**src/rtl/cpu_bus_pkg.sv**
```systemverilog
// Shared definitions for the data-side SRAM-like bridge: FSM states,
// bus transfer size codes and the byte-enable to size mapping.
package cpu_bus_pkg;

  typedef enum logic [1:0] {
    IDLE,
    REQ,
    WAIT,
    DONE
  } bridge_state_e;

  localparam logic [1:0] SZ_BYTE  = 2'b00;
  localparam logic [1:0] SZ_HALF  = 2'b01;
  localparam logic [1:0] SZ_WORD  = 2'b10;
  localparam logic [1:0] SZ_DWORD = 2'b11;

  // wen is zero-extended to 8 lanes; reads and irregular patterns take the widest size.
  function automatic logic [1:0] wen_to_size(input logic [7:0] wen, input logic wide);
    logic [3:0] ones;
    logic [1:0] size;
    ones = '0;
    for (int unsigned i = 0; i < 8; i++) begin
      ones = ones + {3'b000, wen[i]};
    end
    if (ones == 4'd1) begin
      size = SZ_BYTE;
    end else if (wen inside {8'h03, 8'h0C, 8'h30, 8'hC0}) begin
      size = SZ_HALF;
    end else if (wen inside {8'h0F, 8'hF0}) begin
      size = SZ_WORD;
    end else if (wen == 8'hFF) begin
      size = SZ_DWORD;
    end else begin
      size = wide ? SZ_DWORD : SZ_WORD;
    end
    return size;
  endfunction

endpackage

```
**src/rtl/tag_fifo.sv**
```systemverilog
// In-order FIFO of 1-bit tags for accepted-but-unreturned bus transactions.
// DEPTH must be a power of two so the pointers wrap naturally.
module tag_fifo #(
  parameter int unsigned DEPTH = 4
) (
  input  logic                         clk,
  input  logic                         rst_n,
  input  logic                         push,
  input  logic                         push_tag,
  input  logic                         pop,
  output logic                         pop_tag,
  output logic                         full,
  output logic                         empty,
  output logic [$clog2(DEPTH+1)-1:0]   count
);

  localparam int unsigned AW = $clog2(DEPTH);
  localparam int unsigned CW = $clog2(DEPTH+1);

  logic [DEPTH-1:0] mem_q, mem_d;
  logic [AW-1:0]    wr_ptr_q, wr_ptr_d;
  logic [AW-1:0]    rd_ptr_q, rd_ptr_d;
  logic [CW-1:0]    cnt_q, cnt_d;
  logic             do_push, do_pop;

  assign full    = (cnt_q == CW'(DEPTH));
  assign empty   = (cnt_q == '0);
  assign do_pop  = pop & ~empty;
  // A pop in the same cycle frees the slot, so a push into a full FIFO is still accepted.
  assign do_push = push & (~full | do_pop);
  assign pop_tag = mem_q[rd_ptr_q];
  assign count   = cnt_q;

  always_comb begin
    mem_d    = mem_q;
    wr_ptr_d = wr_ptr_q;
    rd_ptr_d = rd_ptr_q;
    cnt_d    = cnt_q;
    if (do_push) begin
      mem_d[wr_ptr_q] = push_tag;
      wr_ptr_d        = wr_ptr_q + AW'(1);
    end
    if (do_pop) begin
      rd_ptr_d = rd_ptr_q + AW'(1);
    end
    if (do_push && !do_pop) begin
      cnt_d = cnt_q + CW'(1);
    end else if (do_pop && !do_push) begin
      cnt_d = cnt_q - CW'(1);
    end
  end

  always_ff @(posedge clk or negedge rst_n) begin
    if (!rst_n) begin
      mem_q    <= '0;
      wr_ptr_q <= '0;
      rd_ptr_q <= '0;
      cnt_q    <= '0;
    end else begin
      mem_q    <= mem_d;
      wr_ptr_q <= wr_ptr_d;
      rd_ptr_q <= rd_ptr_d;
      cnt_q    <= cnt_d;
    end
  end

endmodule

```
**src/rtl/sramlike_dbridge.sv**
```systemverilog
// Data-side bridge from the pipeline's single-cycle SRAM port to the SRAM-like bus.
// Define SRAMLIKE_POSTED_WR_EN to let writes complete to the pipeline at addr_ok.
module sramlike_dbridge
  import cpu_bus_pkg::*;
#(
  parameter int unsigned DATA_W  = 32,
  parameter int unsigned ADDR_W  = 32,
  parameter int unsigned MAX_OUT = 4
) (
  input  logic                         clk,
  input  logic                         rst,
  input  logic                         data_sram_en,
  input  logic [ADDR_W-1:0]            data_sram_addr,
  input  logic [DATA_W/8-1:0]          data_sram_wen,
  input  logic [DATA_W-1:0]            data_sram_wdata,
  output logic [DATA_W-1:0]            data_sram_rdata,
  output logic                         d_stall,
  input  logic                         pipe_hold,
  output logic                         data_req,
  output logic                         data_wr,
  output logic [1:0]                   data_size,
  output logic [ADDR_W-1:0]            data_addr,
  output logic [DATA_W-1:0]            data_wdata,
  input  logic [DATA_W-1:0]            data_rdata,
  input  logic                         data_addr_ok,
  input  logic                         data_data_ok,
  output logic [$clog2(MAX_OUT+1)-1:0] out_cnt
);

  localparam int unsigned NB   = DATA_W / 8;
  localparam int unsigned CW   = $clog2(MAX_OUT + 1);
  localparam logic        WIDE = (DATA_W == 64);
`ifdef SRAMLIKE_POSTED_WR_EN
  localparam logic POSTED_WR = 1'b1;
`else
  localparam logic POSTED_WR = 1'b0;
`endif

  bridge_state_e     state_q, state_d;
  logic              wr_q, wr_d;
  logic [1:0]        size_q, size_d;
  logic [ADDR_W-1:0] addr_q, addr_d;
  logic [DATA_W-1:0] wdata_q, wdata_d;
  logic [DATA_W-1:0] rdata_q, rdata_d;

  logic [7:0]        wen8;
  logic              fifo_push, fifo_full, fifo_empty, head_is_read;
  logic [CW-1:0]     fifo_cnt;

  assign fifo_push = (state_q == REQ) & data_addr_ok;

  tag_fifo #(
    .DEPTH (MAX_OUT)
  ) u_tag_fifo (
    .clk      (clk),
    .rst_n    (rst),
    .push     (fifo_push),
    .push_tag (~wr_q),
    .pop      (data_data_ok),
    .pop_tag  (head_is_read),
    .full     (fifo_full),
    .empty    (fifo_empty),
    .count    (fifo_cnt)
  );

  always_comb begin
    wen8         = '0;
    wen8[NB-1:0] = data_sram_wen;
  end

  always_comb begin
    state_d = state_q;
    wr_d    = wr_q;
    size_d  = size_q;
    addr_d  = addr_q;
    wdata_d = wdata_q;
    rdata_d = rdata_q;
    unique case (state_q)
      IDLE: begin
        if (data_sram_en && !fifo_full) begin
          state_d = REQ;
          wr_d    = |data_sram_wen;
          size_d  = wen_to_size(wen8, WIDE);
          addr_d  = data_sram_addr;
          wdata_d = data_sram_wdata;
        end
      end
      REQ: begin
        if (data_addr_ok) begin
          state_d = (POSTED_WR && wr_q) ? DONE : WAIT;
        end
      end
      WAIT: begin
        // Own tag is the youngest entry, so it is at the head only when it is alone.
        if (data_data_ok && fifo_cnt == CW'(1)) begin
          state_d = DONE;
        end
      end
      DONE: begin
        if (!pipe_hold) begin
          state_d = IDLE;
        end
      end
      default: state_d = IDLE;
    endcase
    if (data_data_ok && !fifo_empty && head_is_read) begin
      rdata_d = data_rdata;
    end
  end

  always_ff @(posedge clk or negedge rst) begin
    if (!rst) begin
      state_q <= IDLE;
      wr_q    <= 1'b0;
      size_q  <= SZ_BYTE;
      addr_q  <= '0;
      wdata_q <= '0;
      rdata_q <= '0;
    end else begin
      state_q <= state_d;
      wr_q    <= wr_d;
      size_q  <= size_d;
      addr_q  <= addr_d;
      wdata_q <= wdata_d;
      rdata_q <= rdata_d;
    end
  end

  assign data_req        = (state_q == REQ);
  assign data_wr         = wr_q;
  assign data_size       = size_q;
  assign data_addr       = addr_q;
  assign data_wdata      = wdata_q;
  assign data_sram_rdata = rdata_q;
  assign d_stall         = data_sram_en & (state_q != DONE);
  assign out_cnt         = fifo_cnt;

endmodule

```
**config.mk**
```make
export PLATFORM = sky130hd
export DESIGN_NAME = sramlike_dbridge
export DESIGN_NICKNAME = d
export VERILOG_FILES = /design/src/rtl/cpu_bus_pkg.sv /design/src/rtl/tag_fifo.sv /design/src/rtl/sramlike_dbridge.sv
export SDC_FILE = /design/constraint.sdc
export NUM_CORES = 1
export LEC_CHECK = 0
export CAP_MARGIN = 20
export CORE_MARGIN = 8
export CORE_UTILIZATION = 42
export DETAILED_ROUTE_END_ITERATION = 12
export PLACE_DENSITY = 0.81
export SETUP_SLACK_MARGIN = 0.02
export SLEW_MARGIN = 30
export SYNTH_ARGS = -nofsm -noshare
export SYNTH_HDL_FRONTEND = slang
export SYNTH_SLANG_ARGS = --single-unit
```
**constraint.sdc**
```tcl
create_clock -name clk -period 1.95 [get_ports clk]
set_input_delay 0.39 -clock clk [delete_from_list [all_inputs] [get_ports clk]]
set_output_delay 0.39 -clock clk [all_outputs]
set_load 0.02 [all_outputs]
```
==> impl_metrics.py, run 1 <==
metrics = {
    "synth": {
        "avgSynthCellArea_um2": 10.8,
        "synth.top_cell.area_share_pct": 59.6,
        "async_flop_share_pct": 100,
        "ys_seq_area_share_pct": 59.6,
        "synth_area_um2": 4700,
        "yosys-top-cells-area": "dfrtp_1, nand2_1, mux2_4",
        "netlist_instances": 434,
        "ys_seq_elements": 112,
        "yosysMostFrequentCell": "nand2_1",
        "syn-num-nets": 558,
        "synth_largest_area_cell": "dfrtp_1",
        "ys_warn_count": 0,
        "synth_edf_count": 0,
        "ys_top_cells_by_count": "nand2_1, dfrtp_1, mux2_4",
        "ys_types": 31,
        "synth_ff_type": "dfrtp_1",
    },
    "floorplanning": {
        "initial_utilization_pct": 43.2,
        "row_count": 38,
        "die_area_um2": 14800,
        "dieHeight_um": 122,
        "io_pins": 210,
        "core_um2": 10900,
        "die_x_um": 122,
    },
    "cts": {
        "clock_sinks": 112,
        "clk_pin_slew_ps": 100,
        "worst_skew_pair.late_latency_ps": 370,
        "cts_buffers": 9,
        "cts-root-buf": "clkbuf_8",
        "post-cts-setup-buffers": 0,
        "htreeDepth": 3,
        "cts_tree": "built",
        "clk_path_buf_depth": 2,
    },
    "sta": {
        "worst_pin_slew_ps": 591,
        "setup-tns-final_ps": 0,
        "fmax_mhz": 537,
        "setup_ws_ps": 87.3,
        "hold_viol_final": 0,
        "fin_hold_ws_ps": 80.0,
        "rsz0062_at_grt": "false",
        "slew_headroom_pct": 60.6,
        "fin_skew_ps": 6.47,
        "post-route-period-util_pct": 95.5,
        "fin_crit_ps": 1860,
        "drv_slew": 0,
        "setup_viol": 0,
    },
    "worst_setup_path": {
        "r2r_setup_slack_ps": 140,
        "r2r_cells": 7,
        "crit_family": "flip-flops",
        "path_cells": "ha_1, nor2b_1, dlygate4sd2_1",
        "cp_data_arrival_time_ps": 1470,
        "worstSetupPathDepth": 3,
        "timing.rr.start": "u_tag_fifo.count[0]$_DFFE_PN0P_",
        "setup.worst_path.start_class": "flip-flop",
        "slowest_stage": "dfrtp_1",
        "endpoint_kind": "primary output",
        "cp_num_buf_inv": 1,
        "cp.required_ps": 1560,
        "worst_path_largest_cell_delay_ps": 420,
        "r2r_end": "u_tag_fifo.count[2]$_DFFE_PN0P_",
        "crit_type": "reg -> out",
        "cp_max_fo": 3,
    },
    "power": {
        "p_clk_share_pct": 14.1,
        "totalPowerFinal_mw": 12.5,
        "ir_drop_mv": 1.14,
        "power_frac_comb_pct": 53.0,
        "power_density_nw_per_um2": 1710,
        "intPower_mw": 7.83,
        "power_leakage_nw": 3.58,
        "p_seq_share_pct": 32.9,
        "swShare_pct": 37.6,
        "power.switching_mw": 4.71,
    },
    "detailed_routing": {
        "dr.first_iter.drc_count": 202,
        "drc": 0,
        "wl_per_cell_um": 16.9,
        "wl_um": 13400,
        "drt_first_pass_iters": 6,
        "detail-route-antenna-nets": 0,
        "dr_total_vias": 3720,
        "vias_per_cell": 4.68,
    },
    "global_route": {
        "grt_first_pass_wirelength_um": 20900,
        "gr-total-overflow": 0,
        "antenna_found_initial": 0,
        "grt_max_degree": 113,
        "grt_pass1_vias": 4141,
        "grt_use_total_pct": 17.9,
    },
    "final_layout": {
        "drive_gt1_share_pct": 11.3,
        "syn2layout_area_growth_pct": 55.7,
        "fin_util_pct": 67.2,
        "nets": 774,
        "antennaDiodeCount": 0,
    },
    "placement": {
        "place_congestion": 0.751,
        "place_ws_ps": -552,
        "post-dp-hpwl_um": 10300,
        "portBuffers": 209,
    },
    "min_path": {
        "hp-class": "in -> async",
    },
    "job": {
        "cap_violations": 0,
    },
    "outcome": {
        "status": "complete, no violations",
    },
}
-- sequential cells by signal, indices dropped and copies added (netlist names), 2 cells and up --
signal / flops
data_sram_rdata: 32
data_wdata: 32
u_tag_fifo.mem_q: 4
data_addr: 32
u_tag_fifo.count: 3
u_tag_fifo.rd_ptr_q: 2
u_tag_fifo.wr_ptr_q: 2
data_size: 2
state_q: 2
-- worst register-to-register path, stage by stage, from the launching register on --
cell     delay (ps)
dfrtp_2         450
inv_1           100
ha_1            180
nand2_1         110
o211a_1         260
ha_1            330
nor2_1          160
xor2_1          150
-- layout make-up --
class / instances / area, um^2
fill: 810 / 3570
sequential: 112 / 2800
timing repair buffer: 224 / 2260
multi-input combinational: 291 / 1770
tap: 140 / 175
clock buffer: 10 / 138
clock inverter: 6 / 130
inverter: 12 / 45.0
-- stage by stage --
| stage | std cells | area, um^2 |
|---|---|---|
| 3_5_place_dp | 779 | 7050 |
| 4_1_cts | 795 | 7320 |
| 5_1_grt | 795 | 7320 |
| 3_3_place_gp | 779 | 7050 |
| 2_1_floorplan | 434 | 4700 |
| 6_report | 795 | 7320 |
-- metal layers --
metal,up-vias,wire length (um),global-route usage [%]
li1,1792,-,-
met1,1753,5220,19.7
met2,156,6450,29.5
met3,19,1420,8.38
met4,0,320,7.09
met5,-,0,0
-- worst max-delay path by stage --
stage,from,endpoint,slack [ps]
4_1_cts,data_sram_wen[3],data_size[1]$_DFFE_PN0P_,20
6_report,state_q[0]$_DFFE_PN0P_,d_stall,90
3_5_place_dp,data_sram_wen[0],data_size[1]$_DFFE_PN0P_,-550
2_1_floorplan,u_tag_fifo.count[1]$_DFFE_PN0P_,u_tag_fifo.count[2]$_DFFE_PN0P_,30
3_3_place_gp,data_sram_wen[0],data_size[1]$_DFFE_PN0P_,-490
5_1_grt,state_q[0]$_DFFE_PN0P_,d_stall,20
-- kinds of logic after synthesis --
family	after synthesis	synth area share, %
AOI/OAI and AO/OA	18	2.39
xor gates and xnor gates	6	1.12
adders and majority gates	18	4.95
buffers and inverters	31	3.11
DFF	112	59.6
muxes	35	11.0
and+or+nand+nor	214	17.9
-- cells in the final DEF (no fill, tap or decap), types with 10 or more instances in the layout --
master,count
clkdlybuf4s50_1,202
nand2_1,201
dfrtp_1,111
mux2_4,30
ha_1,17
buf_4,11
inv_1,10
clkbuf_8,10
-- power by group through the flow --
| stage | Combinational [mW] | Clock (mW) | Sequential [mW] |
|---|---|---|---|
| global route | 7.14 | 1.91 | 4.28 |
| detailed placement | 6.72 | 0 | 4.18 |
| CTS | 6.75 | 1.83 | 4.14 |
| floorplan | 2.38 | 0 | 5.34 |
| finish | 6.65 | 1.77 | 4.13 |
| global placement | 6.53 | 0 | 4.10 |
-- timing repair --
item | in CTS | in global routing
gates resized for setup | 7 | 3
pin swaps | 3 | 1
setup endpoints to repair | 5 | 2
hold buffers | 0 | 0
Power figures use the tool's default switching activity.
==> run 2, diff against run 1 <==
--- a/config.mk
+++ b/config.mk
@@ -8,7 +8,9 @@
 export CAP_MARGIN = 20
 export CORE_MARGIN = 8
 export CORE_UTILIZATION = 42
+export CTS_CLUSTER_DIAMETER = 50
 export DETAILED_ROUTE_END_ITERATION = 12
+export MAX_ROUTING_LAYER = met4
 export PLACE_DENSITY = 0.81
 export SETUP_SLACK_MARGIN = 0.02
 export SLEW_MARGIN = 30
==> impl_metrics.py, run 2 (same netlist as run 1, synthesis figures left out) <==
metrics = {
    "outcome": {
        "status": "complete, no violations",
    },
    "final_layout": {
        "mostFrequentLayoutCells": "clkdlybuf4s50_1, nand2_1, dfrtp_1",
        "mostFrequentLayoutCell": "clkdlybuf4s50_1",
        "fillCellCount": 810,
        "drive_gt1_share_pct": 11.3,
        "design_area_um2": 7320,
        "nets": 774,
        "antennaDiodeCount": 0,
        "ff_latch_area_um2": 2800,
        "final_cells": 795,
        "multi_input_area_um2": 1770,
        "syn2layout_area_growth_pct": 55.7,
    },
    "cts": {
        "worst_skew_pair.late_latency_ps": 370,
        "cts-root-buf": "clkbuf_8",
        "clk_path_buf_depth": 2,
        "cts_buffers": 9,
        "htreeDepth": 3,
        "clk_pin_slew_ps": 100,
        "clock_sinks": 112,
        "cts_tree": "built",
    },
    "global_route": {
        "grt_first_pass_wirelength_um": 20900,
        "grt_pass1_vias": 4148,
        "antenna_found_initial": 0,
        "gr-total-overflow": 0,
        "grt_max_degree": 113,
        "grt_use_total_pct": 18.5,
    },
    "sta": {
        "post-route-period-util_pct": 95.6,
        "rsz0062_at_grt": "false",
        "fmax_mhz": 536,
        "hold_viol_final": 0,
        "fin_crit_ps": 1860,
        "fin_skew_ps": 7.25,
        "worst_pin_slew_ps": 598,
        "slew_headroom_pct": 60.2,
        "setup_viol": 0,
        "drv_slew": 0,
    },
    "placement": {
        "dp_cells": 779,
        "place_area_um2": 7050,
        "place_congestion": 0.761,
        "post-dp-hpwl_um": 10300,
        "portBuffers": 209,
    },
    "worst_setup_path": {
        "crit_start": "state_q[0]$_DFFE_PN0P_",
        "r2r_cells": 4,
        "cp_data_arrival_time_ps": 1470,
        "endpoint_kind": "primary output",
        "cp.required_ps": 1560,
        "r2r_setup_slack_ps": 140,
        "timing.rr.start": "u_tag_fifo.rd_ptr_q[0]$_DFFE_PN0P_",
        "r2r_end": "data_sram_rdata[13]$_DFFE_PN0P_",
        "setup.worst_path.start_class": "flip-flop",
        "crit_type": "reg -> out",
        "cp_max_fo": 3,
    },
    "detailed_routing": {
        "dr_total_vias": 3736,
        "vias_per_cell": 4.70,
        "wl_per_cell_um": 16.8,
        "detail-route-antenna-nets": 0,
        "drc": 0,
        "wl_um": 13400,
        "drt_first_pass_iters": 4,
        "dr.first_iter.drc_count": 200,
    },
    "power": {
        "power_density_nw_per_um2": 1710,
        "power_leakage_nw": 3.58,
        "ir_drop_mv": 1.14,
    },
    "floorplanning": {
        "core_um2": 10900,
        "dieHeight_um": 122,
        "initial_utilization_pct": 43.2,
        "io_pins": 210,
        "die_area_um2": 14800,
        "row_count": 38,
        "die_x_um": 122,
    },
    "min_path": {
        "hp-class": "in -> async",
    },
    "job": {
        "cap_violations": 0,
    },
}
-- run 2: cell counts in the layout (fill, tap and decap cells not counted) --
No cell type changed its count.
-- run 2: routing by layer --
layer	GRT usage (%)	wire length [um]
met1	20.8	5470
met2	29.5	6460
met3	6.62	1150
met4	7.09	312
met5	-	0
-- run 2: layout make-up --
cell class	count	area share, %
repair buffers	224	30.9
clock inverters	6	1.78
flip-flops and latches	112	38.3
clock buffers	10	1.88
multi-input cells	291	24.1
inverters	12	0.615
well taps	140	2.39
-- run 2: worst max path at each step --
stage	end	slack, ps	depth (start not counted)
floorplan	u_tag_fifo.count[2]$_DFFE_PN0P_	30	9
global placement	data_size[1]$_DFFE_PN0P_	-490	8
detailed placement	data_size[1]$_DFFE_PN0P_	-550	8
CTS	data_size[1]$_DFFE_PN0P_	20	8
global route	d_stall	20	3
finish	d_stall	90	3
-- run 2: where the power goes --
group	internal [mW]	switching, mW
Combinational	3.36	3.29
Sequential	3.46	0.670
Clock	1.01	0.756
Total	7.83	4.71
-- run 2: critical path, cell delays in order (launching register included) --
cell and delay (ps):
dfrtp_1 420, ha_1 240, nor2b_1 110, dlygate4sd2_1 340
-- run 2: what timing repair did --
item	CTS	global route
setup buffers	0	0
hold buffers	0	0
pin swaps	3	1
resized for setup	7	3
setup endpoints to repair	5	2
-- run 2: metrics by stage --
step	utilization (%)	TNS (ps)	hold WS [ps]	worst slack, ps	power (mW)
after floorplan	-	0	94.4	32.2	7.72
after global placement	64.7	-992	457	-488	10.6
after detailed placement	64.7	-1150	461	-552	10.9
after CTS	67.2	0	92.8	22.9	12.7
after global routing	67.2	0	76.9	22.7	13.3
final	67.2	0	81.1	85.5	12.5
